### src/rtl/btn_cmd_conditioner.sv
// Push-button front end for the up/down counter: synchronise, debounce, edge-detect,
// hold-to-repeat for up/down, and run-mode continuous count-up, emitting exclusive command pulses.
module btn_cmd_conditioner #(
    parameter int DB_TICKS   = 4,
    parameter int RPT_DELAY  = 32,
    parameter int RPT_PERIOD = 8
) (
    input  logic       clk_i,
    input  logic       rst_ni,
    input  logic       tick_i,
    input  logic       btn_up_i,
    input  logic       btn_dw_i,
    input  logic       btn_ld_i,
    input  logic       btn_run_i,
    input  logic       at_top_i,
    output logic       up_o,
    output logic       dw_o,
    output logic       ld_o,
    output logic [3:0] held_o
);

    localparam int DB_W    = $clog2(DB_TICKS + 1);
    localparam int TMR_MAX = (RPT_DELAY > RPT_PERIOD) ? RPT_DELAY : RPT_PERIOD;
    localparam int TMR_W   = $clog2(TMR_MAX + 1);

    typedef enum logic [1:0] {
        ST_IDLE = 2'd0,
        ST_HOLD = 2'd1,
        ST_RPT  = 2'd2
    } state_t;

    logic [3:0]      raw_s;
    logic [3:0]      sync1_r;
    logic [3:0]      sync2_r;
    logic [3:0]      stable_r;
    logic [2:0]      stable_q_r;
    logic [3:0]      armed_r;
    logic [1:0]      boot_r;
    logic [DB_W-1:0] db_cnt_r  [4];
    logic [DB_W-1:0] arm_cnt_r [4];

    logic [2:0]       rise_s;
    logic             conflict_s;
    logic             run_req_s;
    logic             dir_held_s;
    logic [TMR_W-1:0] timer_inc_s;

    state_t           state_r, state_n;
    logic             dir_r, dir_n;
    logic [TMR_W-1:0] timer_r, timer_n;
    logic             fsm_up_s, fsm_dw_s;
    logic             up_n, dw_n, ld_n;

    assign raw_s  = {btn_run_i, btn_ld_i, btn_dw_i, btn_up_i};
    assign held_o = stable_r;

    // Two-flop synchronisers, edge-detect history and post-reset settle flag
    always_ff @(posedge clk_i or negedge rst_ni) begin
        if (!rst_ni) begin
            sync1_r    <= 4'b0000;
            sync2_r    <= 4'b0000;
            stable_q_r <= 3'b000;
            boot_r     <= 2'b00;
        end else begin
            sync1_r    <= raw_s;
            sync2_r    <= sync1_r;
            stable_q_r <= stable_r[2:0];
            boot_r     <= {boot_r[0], 1'b1};
        end
    end

    // Per-button debounce; a button only becomes armed once a released level has been
    // debounced after reset, so a press held through reset never produces a pulse
    always_ff @(posedge clk_i or negedge rst_ni) begin
        if (!rst_ni) begin
            stable_r <= 4'b0000;
            armed_r  <= 4'b0000;
            for (int i = 0; i < 4; i++) begin
                db_cnt_r[i]  <= '0;
                arm_cnt_r[i] <= '0;
            end
        end else begin
            for (int i = 0; i < 4; i++) begin
                if (sync2_r[i] == stable_r[i]) begin
                    db_cnt_r[i] <= '0;
                end else if (tick_i) begin
                    if (db_cnt_r[i] == DB_W'(DB_TICKS - 1)) begin
                        stable_r[i] <= sync2_r[i];
                        db_cnt_r[i] <= '0;
                    end else begin
                        db_cnt_r[i] <= db_cnt_r[i] + DB_W'(1);
                    end
                end
                if (!armed_r[i]) begin
                    if (!boot_r[1] || sync2_r[i]) begin
                        arm_cnt_r[i] <= '0;
                    end else if (tick_i) begin
                        if (arm_cnt_r[i] == DB_W'(DB_TICKS - 1)) begin
                            armed_r[i]   <= 1'b1;
                            arm_cnt_r[i] <= '0;
                        end else begin
                            arm_cnt_r[i] <= arm_cnt_r[i] + DB_W'(1);
                        end
                    end
                end
            end
        end
    end

    // Event qualification: edges, button conflict and run-mode request
    always_comb begin
        rise_s      = stable_r[2:0] & ~stable_q_r & armed_r[2:0];
        conflict_s  = (stable_r[0] & stable_r[1]) | (stable_r[0] & stable_r[2]) |
                      (stable_r[1] & stable_r[2]);
        run_req_s   = stable_r[3] & armed_r[3] & ~at_top_i & ~stable_r[1] & ~stable_r[2];
        dir_held_s  = dir_r ? stable_r[1] : stable_r[0];
        timer_inc_s = (timer_r >= TMR_W'(TMR_MAX)) ? timer_r : timer_r + TMR_W'(1);
    end

    // Repeat FSM next-state and command outputs
    always_comb begin
        state_n  = state_r;
        dir_n    = dir_r;
        timer_n  = timer_r;
        fsm_up_s = 1'b0;
        fsm_dw_s = 1'b0;
        case (state_r)
            ST_IDLE: begin
                if (!conflict_s && rise_s[0]) begin
                    fsm_up_s = 1'b1;
                    dir_n    = 1'b0;
                    timer_n  = '0;
                    state_n  = ST_HOLD;
                end else if (!conflict_s && rise_s[1]) begin
                    fsm_dw_s = 1'b1;
                    dir_n    = 1'b1;
                    timer_n  = '0;
                    state_n  = ST_HOLD;
                end else begin
                    state_n = ST_IDLE;
                end
            end
            ST_HOLD, ST_RPT: begin
                if (conflict_s || !dir_held_s) begin
                    state_n = ST_IDLE;
                    timer_n = '0;
                end else if (tick_i) begin
                    if (timer_inc_s >= ((state_r == ST_HOLD) ? TMR_W'(RPT_DELAY)
                                                             : TMR_W'(RPT_PERIOD))) begin
                        fsm_up_s = ~dir_r;
                        fsm_dw_s = dir_r;
                        timer_n  = '0;
                        state_n  = ST_RPT;
                    end else begin
                        timer_n = timer_inc_s;
                    end
                end else begin
                    timer_n = timer_r;
                end
            end
            default: begin
                state_n = ST_IDLE;
                timer_n = '0;
            end
        endcase
        up_n = ~conflict_s & (fsm_up_s | run_req_s);
        dw_n = ~conflict_s & fsm_dw_s;
        ld_n = ~conflict_s & rise_s[2];
    end

    // FSM state and registered command pulses
    always_ff @(posedge clk_i or negedge rst_ni) begin
        if (!rst_ni) begin
            state_r <= ST_IDLE;
            dir_r   <= 1'b0;
            timer_r <= '0;
            up_o    <= 1'b0;
            dw_o    <= 1'b0;
            ld_o    <= 1'b0;
        end else begin
            state_r <= state_n;
            dir_r   <= dir_n;
            timer_r <= timer_n;
            up_o    <= up_n;
            dw_o    <= dw_n;
            ld_o    <= ld_n;
        end
    end

endmodule

### config.mk
export PLATFORM = sky130hd
export DESIGN_NAME = btn_cmd_conditioner
export DESIGN_NICKNAME = d
export VERILOG_FILES = /design/src/rtl/btn_cmd_conditioner.sv
export SDC_FILE = /design/constraint.sdc
export NUM_CORES = 1
export LEC_CHECK = 0
export BUFFER_PORTS_ARGS = -buffer_cell sky130_fd_sc_hd__buf_2
export CORE_AREA = 2 2 78 80
export DETAILED_ROUTE_END_ITERATION = 8
export DIE_AREA = 0 0 80 82
export GPL_ROUTABILITY_DRIVEN = 0
export PLACE_DENSITY = 0.63
export SETUP_SLACK_MARGIN = 0.3
export SYNTH_ARGS = -nofsm -noshare
export SYNTH_HDL_FRONTEND = slang
export SYNTH_SLANG_ARGS = --single-unit
### constraint.sdc
create_clock -name clk_i -period 2.4 [get_ports clk_i]
set_input_delay 0 -clock clk_i [delete_from_list [all_inputs] [get_ports clk_i]]
set_output_delay 0 -clock clk_i [all_outputs]
set_load 0.005 [all_outputs]
==> results_dict.tcl <==
set metrics [dict create \
    status "completed" \
    clk_latency_ns 0.34 \
    holdPathEnd "up_o$_DFF_PN0_" \
    port_buffers 14 \
    wirelength_um 4860 \
    h-tree-depth 3 \
    synthAdderAreaFrac_pct 7.12 \
    yosysUniqueCellTypes 52 \
    end_kind "register" \
    final_layout_size_suffix_gt1_share_pct 23.6 \
    synth_edf_count 0 \
    cts_made_buffers 9 \
    rr_endpoint "state_r[1]$_DFFE_PN0P_" \
    routed_via_density 5.26 \
    seq_area_frac_synth_pct 51.4 \
    setup_slack_ns 0.392 \
    routed-via-count 1888 \
    synth_compound_area_share_pct 13.1 \
    startpoint_type "register" \
    yosysMostFrequentCell "dfrtp_1" \
    drt-initial-drc-count 64 \
    synth_top_area_share_pct 51.4 \
    syn2layout_area_growth_pct 16.2 \
    synth_xor_area_share_pct 2.48 \
    drv_cap 0 \
    die_x_um 80 \
    synth_seq_cells 57 \
    clkTransAtPathRegs_ns 0.06 \
    maxSlewHeadroom_pct 46.6 \
    worstMarginPinSlew_ns 0.801 \
    synthesis.area_per_instance_um2 11.1 \
    initial_utilization_pct 48.3 \
    hold_depth 4 \
    yosys.area_share.simple_pct 19.3 \
    drc 0 \
    synth_top_family_by_area "simple AND/OR/NAND/NOR gates" \
    antenna_cells 0 \
    layout_min_cycle_time_ns 2.01 \
    core_area_um2 5750 \
    overflow 0 \
    period_share_pct 83.6 \
    crit_required_ns 2.62 \
    timing.hold.ws_ns 0.0548 \
    rsz0062_at_grt "no" \
    leakagePower_nw 1.56 \
    cts_tree "done" \
    dp_cells 336 \
    die-area_um2 6560 \
    routedWlPerCell_um 13.5 \
    ant_nets 0 \
    skew_ns 0.0100 \
    grt_first_pass_wirelength_um 8500 \
    synth.area.top_cells "dfrtp_1 (51%), ha_1 (6.8%), nand2_1 (3.8%), mux2_2 (2.8%), a21oi_1 (2.3%)" \
    grt_usage_pct 17.4 \
    max_clock_freq_mhz 498 \
    finalMaxSlewViolations 0 \
    async_flop_share_pct 100 \
    final_hold_viol_count 0 \
    hold_path.class "input port to register" \
    peakVddDrop_uv 350 \
    grt_antenna_before_repair 0 \
    cts.path.max_buffers 2 \
    cts.sinks 57 \
    grt_max_degree 37 \
    drtPass1Iterations 4 \
    r2r_start "timer_r[0]$_DFFE_PN0P_" \
    arrival_ns 2.22 \
    cellPowerDensity_nw_per_um2 737 \
    synthFlopType "dfrtp_1" \
    critPathMaxFanout 4 \
    synthesis.nets 273 \
    place_ws_ns 0.264 \
    setup_viol 0 \
    ios 15 \
    cts_root_buf "clkbuf_8" \
    reg2regPathDepth 6 \
    grt_pass1_vias 1893 \
    synthTopCellsByCount "dfrtp_1 (57), nand2_1 (28), ha_1 (15), nor2_1 (15), a21oi_1 (13)" \
    yosys_warnings 0 \
    netlist_instances 250 \
    instances_no_fill 359 \
    reg2reg_slack_ns 0.39 \
    synth.mux.area_fraction_pct 3.74 \
    critPathKind "register to register" \
    die_h_um 82 \
    finalSetupTns_ns 0 \
    fin_nets 303 \
    rows 28 \
    dp_hpwl_um 3370 \
    yosysTopAreaCell "dfrtp_1" \
    min_from "at_top_i" \
    syn_area_um2 2780 \
    nFillCells 525 \
]
[stage by stage]
step / total power, mW / cell area (µm²) / util [%]
2_1_floorplan: 1.41 / 2790 / -
3_3_place_gp: 1.50 / 2950 / 51.3
3_5_place_dp: 1.51 / 2950 / 51.3
4_1_cts: 2.41 / 3190 / 55.6
5_1_grt: 2.52 / 3230 / 56.2
6_report: 2.38 / 3230 / 56.2
[sequential cells by signal (all words and copies together), names as in the netlist]
signal      cells
armed_r         4
dw_o            1
dir_r           1
timer_r         6
arm_cnt_r      12
boot_r          2
sync2_r         4
ld_o            1
sync1_r         4
state_r         2
held_o          4
stable_q_r      3
db_cnt_r       12
up_o            1
[metal layers]
layer	vias to the layer above	track usage [%]	wire length (µm)
met3	8	6.92	161
met2	20	26.3	2200
met1	927	22.0	2400
met5	-	0	0
met4	0	7.80	93
li1	933	-	-
[worst max-delay path, cell delays in order, from the launching register on]
cell	delay, ns
dfrtp_1	0.41
ha_1	0.22
nor2b_2	0.21
xor2_1	0.26
o311ai_4	0.15
a31oi_2	0.31
mux2_4	0.33
[cells by family (layout without fill, tap and decap cells)]
logic type / after synthesis / count (layout)
fa+ha+maj: 16 / 16
compound gates: 47 / 47
simple gates: 96 / 96
other cells: 1 / 1
flops: 57 / 57
mux: 9 / 9
buf+inv: 17 / 51
xor+xnor: 7 / 7
[power breakdown]
group          internal, mW  switching [mW]
combinational         0.158           0.148
clock                 0.499           0.381
sequential             1.07           0.124
total                  1.73           0.653
[cell usage in the layout (no fill, tap or decap), types with 2 or more instances in the layout]
| master | synthesis | final |
|---|---|---|
| xor2_1 | 2 | 2 |
| xnor2_1 | 4 | 4 |
| dlygate4sd3_1 | 0 | 5 |
| nor4_2 | 2 | 2 |
| buf_2 | 3 | 14 |
| a21o_1 | 3 | 3 |
| dfrtp_1 | 57 | 56 |
| a31oi_1 | 2 | 2 |
| mux2_2 | 7 | 7 |
| nand2_1 | 28 | 28 |
| o21a_1 | 4 | 4 |
| clkinv_2 | 0 | 2 |
| nand4b_1 | 2 | 2 |
| nor3b_1 | 2 | 2 |
| nor2b_1 | 10 | 10 |
| a21oi_1 | 13 | 13 |
| clkbuf_8 | 0 | 10 |
| a22o_1 | 5 | 5 |
| a31o_2 | 4 | 4 |
| inv_1 | 7 | 6 |
| nand3_1 | 10 | 10 |
| nand2b_1 | 9 | 9 |
| nor4_1 | 5 | 5 |
| ha_1 | 15 | 14 |
| o21ai_0 | 4 | 4 |
| buf_4 | 1 | 9 |
| nor3_1 | 2 | 2 |
| o21ai_1 | 3 | 3 |
| or2_2 | 2 | 2 |
| nand3b_1 | 3 | 3 |
| nor2_1 | 15 | 15 |
[repair_timing]
| action | in CTS | in global routing |
|---|---|---|
| hold buffers | 5 | 0 |
| endpoints found under the hold margin | 38 | 0 |
| resized for setup | 1 | 2 |
| endpoints found under the setup margin | 2 | 9 |
| setup buffers | 0 | 3 |
| pin swaps | 0 | 2 |
[final cells by class]
| class | instances | area (µm²) | area share [%] |
|---|---|---|---|
| clock inverter | 5 | 56.3 | 1.74 |
| sequential | 57 | 1430 | 44.2 |
| clock buffer | 10 | 138 | 4.26 |
| timing repair buffer | 28 | 188 | 5.81 |
| multi-input combinational | 176 | 1290 | 40.1 |
| inverter | 8 | 30.0 | 0.930 |
| tap | 75 | 93.8 | 2.91 |
[how the worst max path moves through the flow]
stage	from	endpoint	slack, ns	depth (start not counted)
after floorplan	timer_r[5]$_DFFE_PN0P_	state_r[1]$_DFFE_PN0P_	0.33	8
after global placement	timer_r[2]$_DFFE_PN0P_	state_r[1]$_DFFE_PN0P_	0.33	7
after detailed placement	timer_r[2]$_DFFE_PN0P_	state_r[1]$_DFFE_PN0P_	0.26	7
after CTS	timer_r[5]$_DFFE_PN0P_	state_r[1]$_DFFE_PN0P_	0.34	7
after global routing	timer_r[1]$_DFFE_PN0P_	state_r[1]$_DFFE_PN0P_	0.30	6
final	timer_r[0]$_DFFE_PN0P_	state_r[1]$_DFFE_PN0P_	0.39	6
(Power assumes the default switching activity.)
